===== src/rtl/vc_link_buffer.sv =====
// Per-VC flit input buffer: first-word fall-through FIFO per virtual channel, one flit out
// per cycle via fixed-priority or round-robin arbitration, optional wormhole lock HEAD..TAIL.
module vc_link_buffer #(
  parameter  int FLIT_WIDTH = 34,
  parameter  int N_VIRT_CHN = 3,
  parameter  int BUFF_DEPTH = 4,
  parameter  int ARB_MODE   = 0,
  parameter  int LOCK_PKT   = 1,
  localparam int VC_W       = (N_VIRT_CHN > 1) ? $clog2(N_VIRT_CHN) : 1
) (
  input  logic                  clk,
  input  logic                  arst,
  input  logic                  in_valid,
  input  logic [VC_W-1:0]       in_vc_id,
  input  logic [FLIT_WIDTH-1:0] in_fdata,
  output logic [N_VIRT_CHN-1:0] in_ready,
  output logic                  out_valid,
  output logic [VC_W-1:0]       out_vc_id,
  output logic [FLIT_WIDTH-1:0] out_fdata,
  input  logic [N_VIRT_CHN-1:0] out_ready,
  output logic                  lock_active
);

  localparam int PTR_W = $clog2(BUFF_DEPTH);
  localparam int CNT_W = $clog2(BUFF_DEPTH + 1);
  localparam logic [1:0] FT_HEAD = 2'b00;
  localparam logic [1:0] FT_TAIL = 2'b10;

  typedef enum logic {ST_UNLOCKED, ST_LOCKED} lock_state_t;

  logic [FLIT_WIDTH-1:0] mem_q    [N_VIRT_CHN][BUFF_DEPTH];
  logic [PTR_W-1:0]      wr_ptr_q [N_VIRT_CHN];
  logic [PTR_W-1:0]      wr_ptr_d [N_VIRT_CHN];
  logic [PTR_W-1:0]      rd_ptr_q [N_VIRT_CHN];
  logic [PTR_W-1:0]      rd_ptr_d [N_VIRT_CHN];
  logic [CNT_W-1:0]      cnt_q    [N_VIRT_CHN];
  logic [CNT_W-1:0]      cnt_d    [N_VIRT_CHN];
  logic [FLIT_WIDTH-1:0] head     [N_VIRT_CHN];

  logic [N_VIRT_CHN-1:0] push;
  logic [N_VIRT_CHN-1:0] pop;
  logic [N_VIRT_CHN-1:0] eligible;
  logic [VC_W-1:0]       grant;
  logic                  rr_found;
  logic [VC_W-1:0]       rr_ptr_q;
  logic [VC_W-1:0]       rr_ptr_d;
  logic [VC_W-1:0]       lock_vc_q;
  logic                  lock_active_q;
  lock_state_t           state_q;
  logic [1:0]            out_type;

  always_comb begin
    for (int v = 0; v < N_VIRT_CHN; v++) begin
      in_ready[v] = (cnt_q[v] != CNT_W'(BUFF_DEPTH));
      push[v]     = in_valid && (in_vc_id == VC_W'(v)) && in_ready[v];
      head[v]     = mem_q[v][rd_ptr_q[v]];
      // While a packet is locked only its own VC may compete.
      eligible[v] = (cnt_q[v] != '0) && out_ready[v] &&
                    ((state_q == ST_UNLOCKED) || (lock_vc_q == VC_W'(v)));
    end
  end

  always_comb begin
    grant    = '0;
    rr_found = 1'b0;
    if (ARB_MODE == 0) begin
      for (int v = 0; v < N_VIRT_CHN; v++)
        if (eligible[v]) grant = VC_W'(v);
    end else begin
      // Downward scans leave the lowest match: first at/after rr_ptr, else first overall.
      for (int v = N_VIRT_CHN - 1; v >= 0; v--)
        if (eligible[v] && (VC_W'(v) >= rr_ptr_q)) begin
          grant    = VC_W'(v);
          rr_found = 1'b1;
        end
      if (!rr_found)
        for (int v = N_VIRT_CHN - 1; v >= 0; v--)
          if (eligible[v]) grant = VC_W'(v);
    end
  end

  always_comb begin
    out_valid = |eligible;
    out_vc_id = out_valid ? grant : '0;
    out_fdata = '0;
    for (int v = 0; v < N_VIRT_CHN; v++) begin
      pop[v] = out_valid && (grant == VC_W'(v));
      if (pop[v]) out_fdata = head[v];
    end
    out_type = out_fdata[FLIT_WIDTH-1 -: 2];
  end

  always_comb begin
    for (int v = 0; v < N_VIRT_CHN; v++) begin
      wr_ptr_d[v] = push[v] ? wr_ptr_q[v] + PTR_W'(1) : wr_ptr_q[v];
      rd_ptr_d[v] = pop[v]  ? rd_ptr_q[v] + PTR_W'(1) : rd_ptr_q[v];
      cnt_d[v]    = cnt_q[v] + CNT_W'(push[v]) - CNT_W'(pop[v]);
    end
    rr_ptr_d = rr_ptr_q;
    if (out_valid && (state_q == ST_UNLOCKED))
      rr_ptr_d = (grant == VC_W'(N_VIRT_CHN - 1)) ? '0 : grant + VC_W'(1);
  end

  always_ff @(posedge clk) begin
    for (int v = 0; v < N_VIRT_CHN; v++)
      if (push[v]) mem_q[v][wr_ptr_q[v]] <= in_fdata;
  end

  always_ff @(posedge clk or negedge arst) begin
    if (!arst) begin
      for (int v = 0; v < N_VIRT_CHN; v++) begin
        wr_ptr_q[v] <= '0;
        rd_ptr_q[v] <= '0;
        cnt_q[v]    <= '0;
      end
      rr_ptr_q <= '0;
    end else begin
      for (int v = 0; v < N_VIRT_CHN; v++) begin
        wr_ptr_q[v] <= wr_ptr_d[v];
        rd_ptr_q[v] <= rd_ptr_d[v];
        cnt_q[v]    <= cnt_d[v];
      end
      rr_ptr_q <= rr_ptr_d;
    end
  end

  always_ff @(posedge clk or negedge arst) begin
    if (!arst) begin
      state_q       <= ST_UNLOCKED;
      lock_vc_q     <= '0;
      lock_active_q <= 1'b0;
    end else if ((LOCK_PKT != 0) && out_valid) begin
      case (state_q)
        ST_UNLOCKED:
          if (out_type == FT_HEAD) begin
            state_q       <= ST_LOCKED;
            lock_vc_q     <= grant;
            lock_active_q <= 1'b1;
          end
        ST_LOCKED:
          if (out_type == FT_TAIL) begin
            state_q       <= ST_UNLOCKED;
            lock_active_q <= 1'b0;
          end
        default: begin
          state_q       <= ST_UNLOCKED;
          lock_active_q <= 1'b0;
        end
      endcase
    end
  end

  assign lock_active = lock_active_q;

endmodule


===== config.mk =====
export PLATFORM = sky130hd
export DESIGN_NAME = vc_link_buffer
export DESIGN_NICKNAME = d
export VERILOG_FILES = /design/src/rtl/vc_link_buffer.sv
export SDC_FILE = /design/constraint.sdc
export NUM_CORES = 1
export LEC_CHECK = 0
export ABC_AREA = 1
export ABC_CLOCK_PERIOD_IN_PS = 2400
export CORE_MARGIN = 4
export CORE_UTILIZATION = 54
export CTS_CLUSTER_DIAMETER = 50
export DETAILED_ROUTE_END_ITERATION = 6
export GPL_TIMING_DRIVEN = 1
export PLACE_DENSITY = 0.75
export SLEW_MARGIN = 0
export SYNTH_ARGS = -nofsm -noshare
export SYNTH_HDL_FRONTEND = slang
export SYNTH_SLANG_ARGS = --single-unit

===== constraint.sdc =====
create_clock -name clk -period 2.4 [get_ports clk]
set_input_delay 0.36 -clock clk [delete_from_list [all_inputs] [get_ports clk]]
set_output_delay 0.36 -clock clk [all_outputs]
set_load 0.02 [all_outputs]

* Yosys cells after proc, flatten, opt, wreduce, memory -nomap -nowiden
Memory sizes are Yosys's and may differ from the RTL's. Cells that the tools add are included.
Storage, ports and cells: ROM bits 0, flip-flop bits (word level) 25, latch bits 0, memories 1, logic and storage cells 125, memory bits (writable) 408
Cells by class: add/sub/neg operators 12, divide/modulo/power cells 0, shifts and indexed selects 0, multiplexer cells 39, $lt $le $gt $ge 9, eq/ne operators 12, bitwise operators 7, reductions and logical operators 33, multiply operators 0
Memory list:
- mem_q | depth 3, bits a word 136, rd ports 3, clocked after Yosys merged registers in 0, write ports 1, line 31 | logic [FLIT_WIDTH-1:0] mem_q [N_VIRT_CHN][BUFF_DEPTH];
Operators with widths (count):
- 136-bit 2-to-1 mux | 7
- 34-bit 2-to-1 mux | 12
- 136-bit OR reduction | 2
- 34-bit binary-select mux with 2-bit select | 3
- 34-bit demux with 2-bit select | 3
- 3-bit greater-or-equal comparator (second input constant) | 6
- 1-bit logical AND | 18
- 2-bit NOT with 3-bit output | 6
- 2-bit by 1-bit adder with 2-bit output (second input constant) | 6
- 3-bit by 1-bit adder with 3-bit output | 3
- 3-bit by 1-bit less-than comparator with 1-bit output (second input constant) | 3
- 3-bit != test (second input constant) | 3
- 3-bit nonzero test | 3
- 3-bit by 1-bit subtractor with 3-bit output | 3
- 2-bit equality test (second input constant) | 4
- 2-bit zero test | 4
- 1-bit 2-to-1 mux | 8
- 2-bit 2-to-1 mux | 4
- 2-bit by 1-bit equality test with 1-bit output (second input constant) | 3
- 3-bit AND reduction | 2
- 2-bit by 1-bit != test with 1-bit output (second input constant) | 2
- 1-bit case mux with 2 select lines | 2
- 1-bit logical OR | 3
- 3-bit OR reduction | 1
- 1-bit NOT | 1

* Logic depth before layout (Yosys ltp)
Gate-level depths: netlist of run 1.
word-level depth 13, mapped depth 13, mapped depth without buffers 12

* Worst setup path after synthesis of run 1
Ideal clock, no wire load.
kind reg2reg, start register cnt_q[7] in the netlist's numbering, end memory mem_q[0][0] in the netlist's numbering (enable), clock period less this slack 2878 ps, cell stages (with the launch flop) 5, data arrival time 2453 ps, slack -478 ps, data required time 1975 ps, buffers on the path 0, cell sequence dfrtp_1 -> inv_1 -> nand3_1 -> nand4_1 -> nor2_1
Between the ends: word-level cells in the longest chain between the ends 6
RTL lines:
- start, declared | line 36 | logic [CNT_W-1:0] cnt_q [N_VIRT_CHN];
- start signal, assigned by index | line 121 | cnt_q[v] <= cnt_d[v];
- 3-bit != test | line 54 | in_ready[v] = (cnt_q[v] != CNT_W'(BUFF_DEPTH));
- net in_ready[0] | line 16 | output logic [N_VIRT_CHN-1:0] in_ready,
- 1-bit logical AND | line 55 | push[v] = in_valid && (in_vc_id == VC_W'(v)) && in_ready[v];
- 1-bit 2-to-1 mux | line 106 | if (push[v]) mem_q[v][wr_ptr_q[v]] <= in_fdata;
- 136-bit 2-to-1 mux (not written as such) | line 106
- 136-bit 2-to-1 mux (no source line) (2 in a row)
- end, declared | line 31
The timed path passes the listed nets, and every way through them passes these cells.

* Final worst setup path of run 1
start register lock_vc_q[1], end output out_fdata[18]
Between the ends: word-level cells in the longest chain between the ends 10, elaborated cells on any way between the ends 21
RTL lines:
- start, declared | line 47 | logic [VC_W-1:0] lock_vc_q;
- start signal, assigned | line 137 | lock_vc_q <= grant;
- 2-bit by 1-bit equality test with 1-bit output | line 59 | ((state_q == ST_UNLOCKED) || (lock_vc_q == VC_W'(v)));
- 1-bit logical OR | line 59
- 1-bit logical AND | line 58 | eligible[v] = (cnt_q[v] != '0) && out_ready[v] &&
- 1-bit 2-to-1 mux | line 68 | if (eligible[v]) grant = VC_W'(v);
- 2-bit 2-to-1 mux | line 68
- 2-bit zero test | line 87 | pop[v] = out_valid && (grant == VC_W'(v));
- 1-bit logical AND | line 87
- 34-bit 2-to-1 mux (2 in a row) | line 88 | if (pop[v]) out_fdata = head[v];
- 34-bit 2-to-1 mux * | line 88
- end, declared | line 19 | output logic [FLIT_WIDTH-1:0] out_fdata,
Every way passes the cells marked *; elsewhere a longest branch is shown, timed or not.

==> impl_metrics.ini, run 1 <==
[sta]
finalSetupViolCount = 37
rsz0062_at_grt = yes
worst_pin_slew_ns = 0.477
hold_violations = 0
min_period_ns = 2.80
maxSlewViolCount = 0
setup_tns_ns = -11.30
max_slew_margin_pct = 68.1
max_freq_mhz = 357
clock_skew_ns = 0.0219
timing.final.ws_setup_ns = -0.398
period_share_pct = 117
whs_ns = 0.194

[final_layout]
syn_to_final_growth_pct = 27.0
fin_nets = 1576
drive_gt1_share_pct = 22.5
final_cell_mix = edfxtp_1 (408), nand2_1 (208), nor2_1 (178)
num_antenna_cells = 0
final_common_cell = edfxtp_1

[logic_synthesis]
synth_cells = 1319
syn_avg_cell_area_sq_um = 13.1
synth_cell_types = 34
yosysSeqAreaShare_pct = 74.7
synth_fp_nets = 1382
yosys_register_bits = 433
yosysWarnings = 0
syn-cell-area_sq_um = 17200

[routing]
vias = 11700
firstDrtPassIters = 5
met3_length_um = 4060
wl_per_cell_um = 23.6
routed.top_layer = met4
remaining_drc_errors = 0
antenna_left = 0
dr_wl_met2_um = 23200
drt-met1-wl_um = 17000
drt_iter0_markers = 1308
routed_wl_um = 45900
vias_per_cell = 6.02

[grt]
grt_max_degree = 50
antenna_found_initial = 1
grt_pass1_wl_um = 65200
grt.total_usage_pct = 23.9
overflow = 0
grt_pass1_vias = 11300

[power]
ir_drop_uv = 903
power_per_cell_area_nw_per_um2 = 1280
p_leak_nw = 7.98

[placed_design]
place.gp.congestion = 0.774
post-dp-hpwl_um = 23700
port_buffers = 82

[worst_setup_path]
cp.arrival_ns = 2.44
worstPathRequired_ns = 2.04
cp-end-kind = output port
startpoint_type = register
crit_type = register to output port
worstPathMaxFanout = 8

[outcome]
violations = setup timing
outcome = finished, violations left

[clocking]
cts_tree = done
htreeDepth = 2
clk_latency_ns = 0.55
clk_pin_slew_ns = 0.07
cts_buffers = 44
hold_buffers = 0
root_buffer = clkbuf_16
cts.sinks = 433
clk_path_buf_depth = 3

[floorplanning]
die-height_um = 187
row_count = 65
fp.dieW_um = 187
core_sq_um = 31600
start_util_pct = 54.6
ioPinCount = 83
dieArea_sq_um = 34900

[min_path]
hp-class = input pin to asynchronous set/reset pin

[job]
drv_cap = 0
==> registers in the layout, summed over array words and instances (netlist names), named ones only <==
name,count
rd_ptr_q,6
mem_q,408
wr_ptr_q,6
cnt_q,9
lock_vc_q,2
lock_active,1
==> power by group <==
group	internal, W	switching, W	total [W]
sequential	0.00889	0.000328	0.00922
clock	0.00373	0.00287	0.00660
combinational	0.00497	0.00722	0.0122
total	0.0176	0.0104	0.0280
==> cells in the mapped netlist <==
cell type	n	area [sq um]
nand4_1	7	43.8
xnor2_1	4	35.0
xor2_1	9	78.8
o21a_1	1	7.51
o32ai_1	32	280
o21ai_1	2	10.0
clkinv_1	1	3.75
xor2_2	1	16.3
fa_1	3	60.1
nand3_1	11	55.1
buf_2	29	145
nor2_2	1	6.26
dfrtp_1	25	626
nand3_4	1	17.5
inv_6	1	8.76
nor3_4	1	16.3
o21ai_0	101	505
buf_6	3	33.8
buf_4	1	7.51
o311ai_0	2	17.5
nand2b_1	1	6.26
edfxtp_1	408	12300
o22ai_1	32	200
a21oi_1	67	335
nand3_2	1	10.0
buf_1	1	3.75
ha_1	18	225
inv_1	52	195
nand2_1	240	901
nor2_1	191	717
inv_2	2	7.51
nand3b_1	1	7.51
o311ai_1	30	263
clkbuf_1	39	146
==> critical path, stage by stage, from the launching register on <==
cell and delay [ns]:
dfrtp_1 0.43, inv_2 0.06, nand2_2 0.06, nand2_2 0.06
nand3_2 0.09, inv_2 0.05, buf_6 0.11, nor3_4 0.19
buf_12 0.16, buf_16 0.12, buf_12 0.13, buf_6 0.12
nand2_4 0.05, o311ai_4 0.09, buf_6 0.16
==> per-stage QoR <==
step	util, %	std cells	power [W]	instance area (sq um)	worst slack (ns)
2_1_floorplan	-	1319	0.0147	17200	-0.478
3_3_place_gp	61.4	1816	0.0187	19400	-0.419
3_5_place_dp	61.4	1816	0.0190	19400	-0.455
4_1_cts	66.7	1918	0.0259	21000	-0.355
5_1_grt	69.4	1947	0.0292	21900	-0.482
6_report	69.4	1947	0.0280	21900	-0.398
==> area by class of cell <==
type	instances	area, sq um
repair buffers	221	2510
fillers	1912	9650
multi-input cells	757	4380
inverters	56	233
flip-flops and latches	433	12900
clock buffers	47	1150
clock inverters	31	245
well taps	402	503
==> metal layers <==
metal	track usage, %	vias to the layer above
met1	31.0	5751
met3	3.98	132
met4	8.48	0
li1	-	5159
met5	0	-
met2	41.4	685
==> timing repair <==
item | 4_1_cts | 5_1_grt
resized for setup | 226 | 125
gates cloned | 1 | 7
endpoints found under the setup margin | 38 | 41
pin swaps | 8 | 16
buffers inserted | 23 | 24
==> final timing paths <==
kind | cells after the start | slack (ns) | from | to
setup / recovery | 14 | -0.40 | lock_vc_q[1] | out_fdata[18]
hold / removal | 2 | 0.19 | arst | cnt_q[6]
setup reg to reg | 16 | -0.31 | lock_vc_q[1] | cnt_q[8]
hold reg to reg | 2 | 0.54 | lock_active | lock_active
max in group asynchronous | 2 | 1.90 | arst | rd_ptr_q[4]
min in group clk | 2 | 0.54 | lock_active | lock_active
==> cell families after synthesis <==
logic type               share of synthesized area [%]
adder cells (fa/ha/maj)                           1.65
AO/OA/AOI/OAI                                     9.39
AND/OR/NAND/NOR                                   10.3
flip-flops                                        74.7
XOR/XNOR                                         0.755
buffers and inverters                             3.20
No activity file was read; power rests on OpenSTA's default activity.
==> run 2, diff against run 1 <==
--- a/config.mk
+++ b/config.mk
@@ -13,6 +13,7 @@
 export DETAILED_ROUTE_END_ITERATION = 6
 export GPL_TIMING_DRIVEN = 1
 export PLACE_DENSITY = 0.75
+export RECOVER_POWER = 50
 export SLEW_MARGIN = 0
 export SYNTH_ARGS = -nofsm -noshare
 export SYNTH_HDL_FRONTEND = slang
==> run 2 against run 1 <==
  * Critical path type unchanged
  * Combinational power hardly changed
  * The run ends with capacitance limit, slew limit, setup timing left
  * Final area barely moved
  * Die area unchanged
  * Maximum frequency about the same
  * Clock skew fell by 0.0031 ns
  * Final cell count about the same
  * Critical endpoint unchanged
  * Register-to-register slack barely moved
==> impl_metrics.ini, run 2 (synthesis gave the netlist of run 1 again) <==
[sta]
hold_violations = 0
timing.final.ws_setup_ns = -0.398
clock_skew_ns = 0.0187
rsz0062_at_grt = yes
period_share_pct = 117
max_slew_margin_pct = -3.11
maxSlewViolCount = 26
finalSetupViolCount = 37
min_period_ns = 2.80
whs_ns = 0.549
worst_pin_slew_ns = 1.55
max_freq_mhz = 357

[clocking]
cts_tree = done
cts.sinks = 433
root_buffer = clkbuf_16
clk_pin_slew_ns = 0.07
clk_latency_ns = 0.54
clk_path_buf_depth = 3
cts_buffers = 44
htreeDepth = 2

[outcome]
violations = capacitance limit, slew limit, setup timing
outcome = finished, violations left

[final_layout]
n_fill_cell = 1914
stdcell_count = 1948
fin_nets = 1576
final_common_cell = edfxtp_1
largest_reg_flops = 408
utilization_pct = 69.4
syn_to_final_growth_pct = 27.0
drive_gt1_share_pct = 22.4
final_cell_mix = edfxtp_1 (408), nand2_1 (208), nor2_1 (178)

[worst_setup_path]
r2r_slack_ns = -0.30
cp.arrival_ns = 2.44
cp-end-kind = output port
reg2reg_from = lock_vc_q[1]
reg2regPathDepth = 16
worstPathMaxFanout = 8
crit_type = register to output port
worstPathRequired_ns = 2.04
startpoint_type = register
reg2reg_to = cnt_q[8]

[power]
clockPowerShare_pct = 23.6
p_total_w = 0.0280
power_per_cell_area_nw_per_um2 = 1280
ir_drop_uv = 904
pwr-share-comb_pct = 43.5
internal_power_w = 0.0176
p_sw_share_pct = 37.2
p_seq_share_pct = 32.9
p_leak_nw = 7.99
p_sw_w = 0.0104

[routing]
remaining_drc_errors = 0
routed_wl_um = 45900
vias = 11800
vias_per_cell = 6.03
antenna_left = 0
firstDrtPassIters = 5
wl_per_cell_um = 23.6
drt_iter0_markers = 1304

[min_path]
hold_depth = 2
min_to = lock_active
hp-start = lock_active
hp-class = register to register

[grt]
grt_max_degree = 50
grt_pass1_vias = 11300
overflow = 0
grt.total_usage_pct = 23.9
grt_pass1_wl_um = 65200
antenna_found_initial = 4

[floorplanning]
die-height_um = 187
start_util_pct = 54.6
dieArea_sq_um = 34900
ioPinCount = 83
core_sq_um = 31600
row_count = 65
fp.dieW_um = 187

[placed_design]
port_buffers = 82
post-dp-hpwl_um = 23700
place_inst = 1816
place.gp.congestion = 0.774

[job]
drv_cap = 1
run 2: changes by cell type in the layout (fill, tap and decap cells not counted), sizes merged:
cell	previous run	this run
buf	168	167
clkbuf	53	54
diode	0	1
clkdlybuf4s50	45	10
dlygate4sd3	0	35
run 2: stage by stage:
| stage | setup TNS [ns] | instance area [sq um] | setup WS (ns) |
|---|---|---|---|
| 2_1_floorplan | -159.93 | 17200 | -0.478 |
| 3_3_place_gp | -10.59 | 19400 | -0.419 |
| 3_5_place_dp | -12.21 | 19400 | -0.455 |
| 4_1_cts | -9.33 | 21000 | -0.355 |
| 5_1_grt | -14.70 | 21900 | -0.485 |
| 6_report | -11.34 | 21900 | -0.398 |
run 2: area by class of cell:
cell class | instances | area, sq um | share of cell area (%)
well taps | 402 | 503 | 2.30
multi-input cells | 757 | 4380 | 20.0
clock buffers | 47 | 1150 | 5.27
repair buffers | 221 | 2500 | 11.4
inverters | 56 | 233 | 1.06
clock inverters | 31 | 245 | 1.12
diodes | 1 | 2.50 | 0.0114
flip-flops and latches | 433 | 12900 | 58.8
run 2: how the worst max path moves through the flow:
stage          slack (ns)             to  cells past startpoint    startpoint
2_1_floorplan       -0.48    mem_q[0][0]                      4      cnt_q[7]
3_3_place_gp        -0.42   out_fdata[0]                      7  out_ready[1]
3_5_place_dp        -0.45   out_fdata[0]                      7  out_ready[0]
4_1_cts             -0.35  out_fdata[18]                     13      cnt_q[4]
5_1_grt             -0.48  out_fdata[18]                     14  lock_vc_q[1]
6_report            -0.40  out_fdata[18]                     14  lock_vc_q[1]
run 2: power by group through the flow:
stage | registers [W] | clock network (W) | logic [W]
6_report | 0.00922 | 0.00660 | 0.0122
5_1_grt | 0.00927 | 0.00704 | 0.0129
4_1_cts | 0.00918 | 0.00661 | 0.0101
3_5_place_dp | 0.00932 | 0 | 0.00965
3_3_place_gp | 0.00930 | 0 | 0.00939
2_1_floorplan | 0.00926 | 0 | 0.00542
run 2: per-layer routing:
| metal | vias up | part of all wire [%] | wire, um | GRT usage (%) |
|---|---|---|---|---|
| met5 | - | 0.015 | 7 | 0 |
| met3 | 141 | 8.7 | 4000 | 3.98 |
| met1 | 5796 | 37 | 17000 | 31.0 |
| met4 | 2 | 3.9 | 1780 | 8.48 |
| met2 | 660 | 50 | 23200 | 41.4 |
| li1 | 5157 | - | - | - |
run 2: repair_timing:
item                                    4_1_cts  5_1_grt
endpoints found under the setup margin       38       41
pin swaps                                     8       16
gates resized for setup                     226      125
hold endpoints to repair                      0        0
setup buffers                                23       24
hold buffers                                  0        0
cloned                                        1        7
run 2: worst max-delay path, cell delays in order (launching register included):
cell      delay, ns
dfrtp_1        0.43
inv_2          0.06
nand2_2        0.06
nand2_2        0.06
nand3_2        0.09
inv_2          0.05
buf_6          0.11
nor3_4         0.19
buf_12         0.16
buf_16         0.12
buf_12         0.13
buf_6          0.12
nand2_4        0.05
o311ai_4       0.09
buf_6          0.16
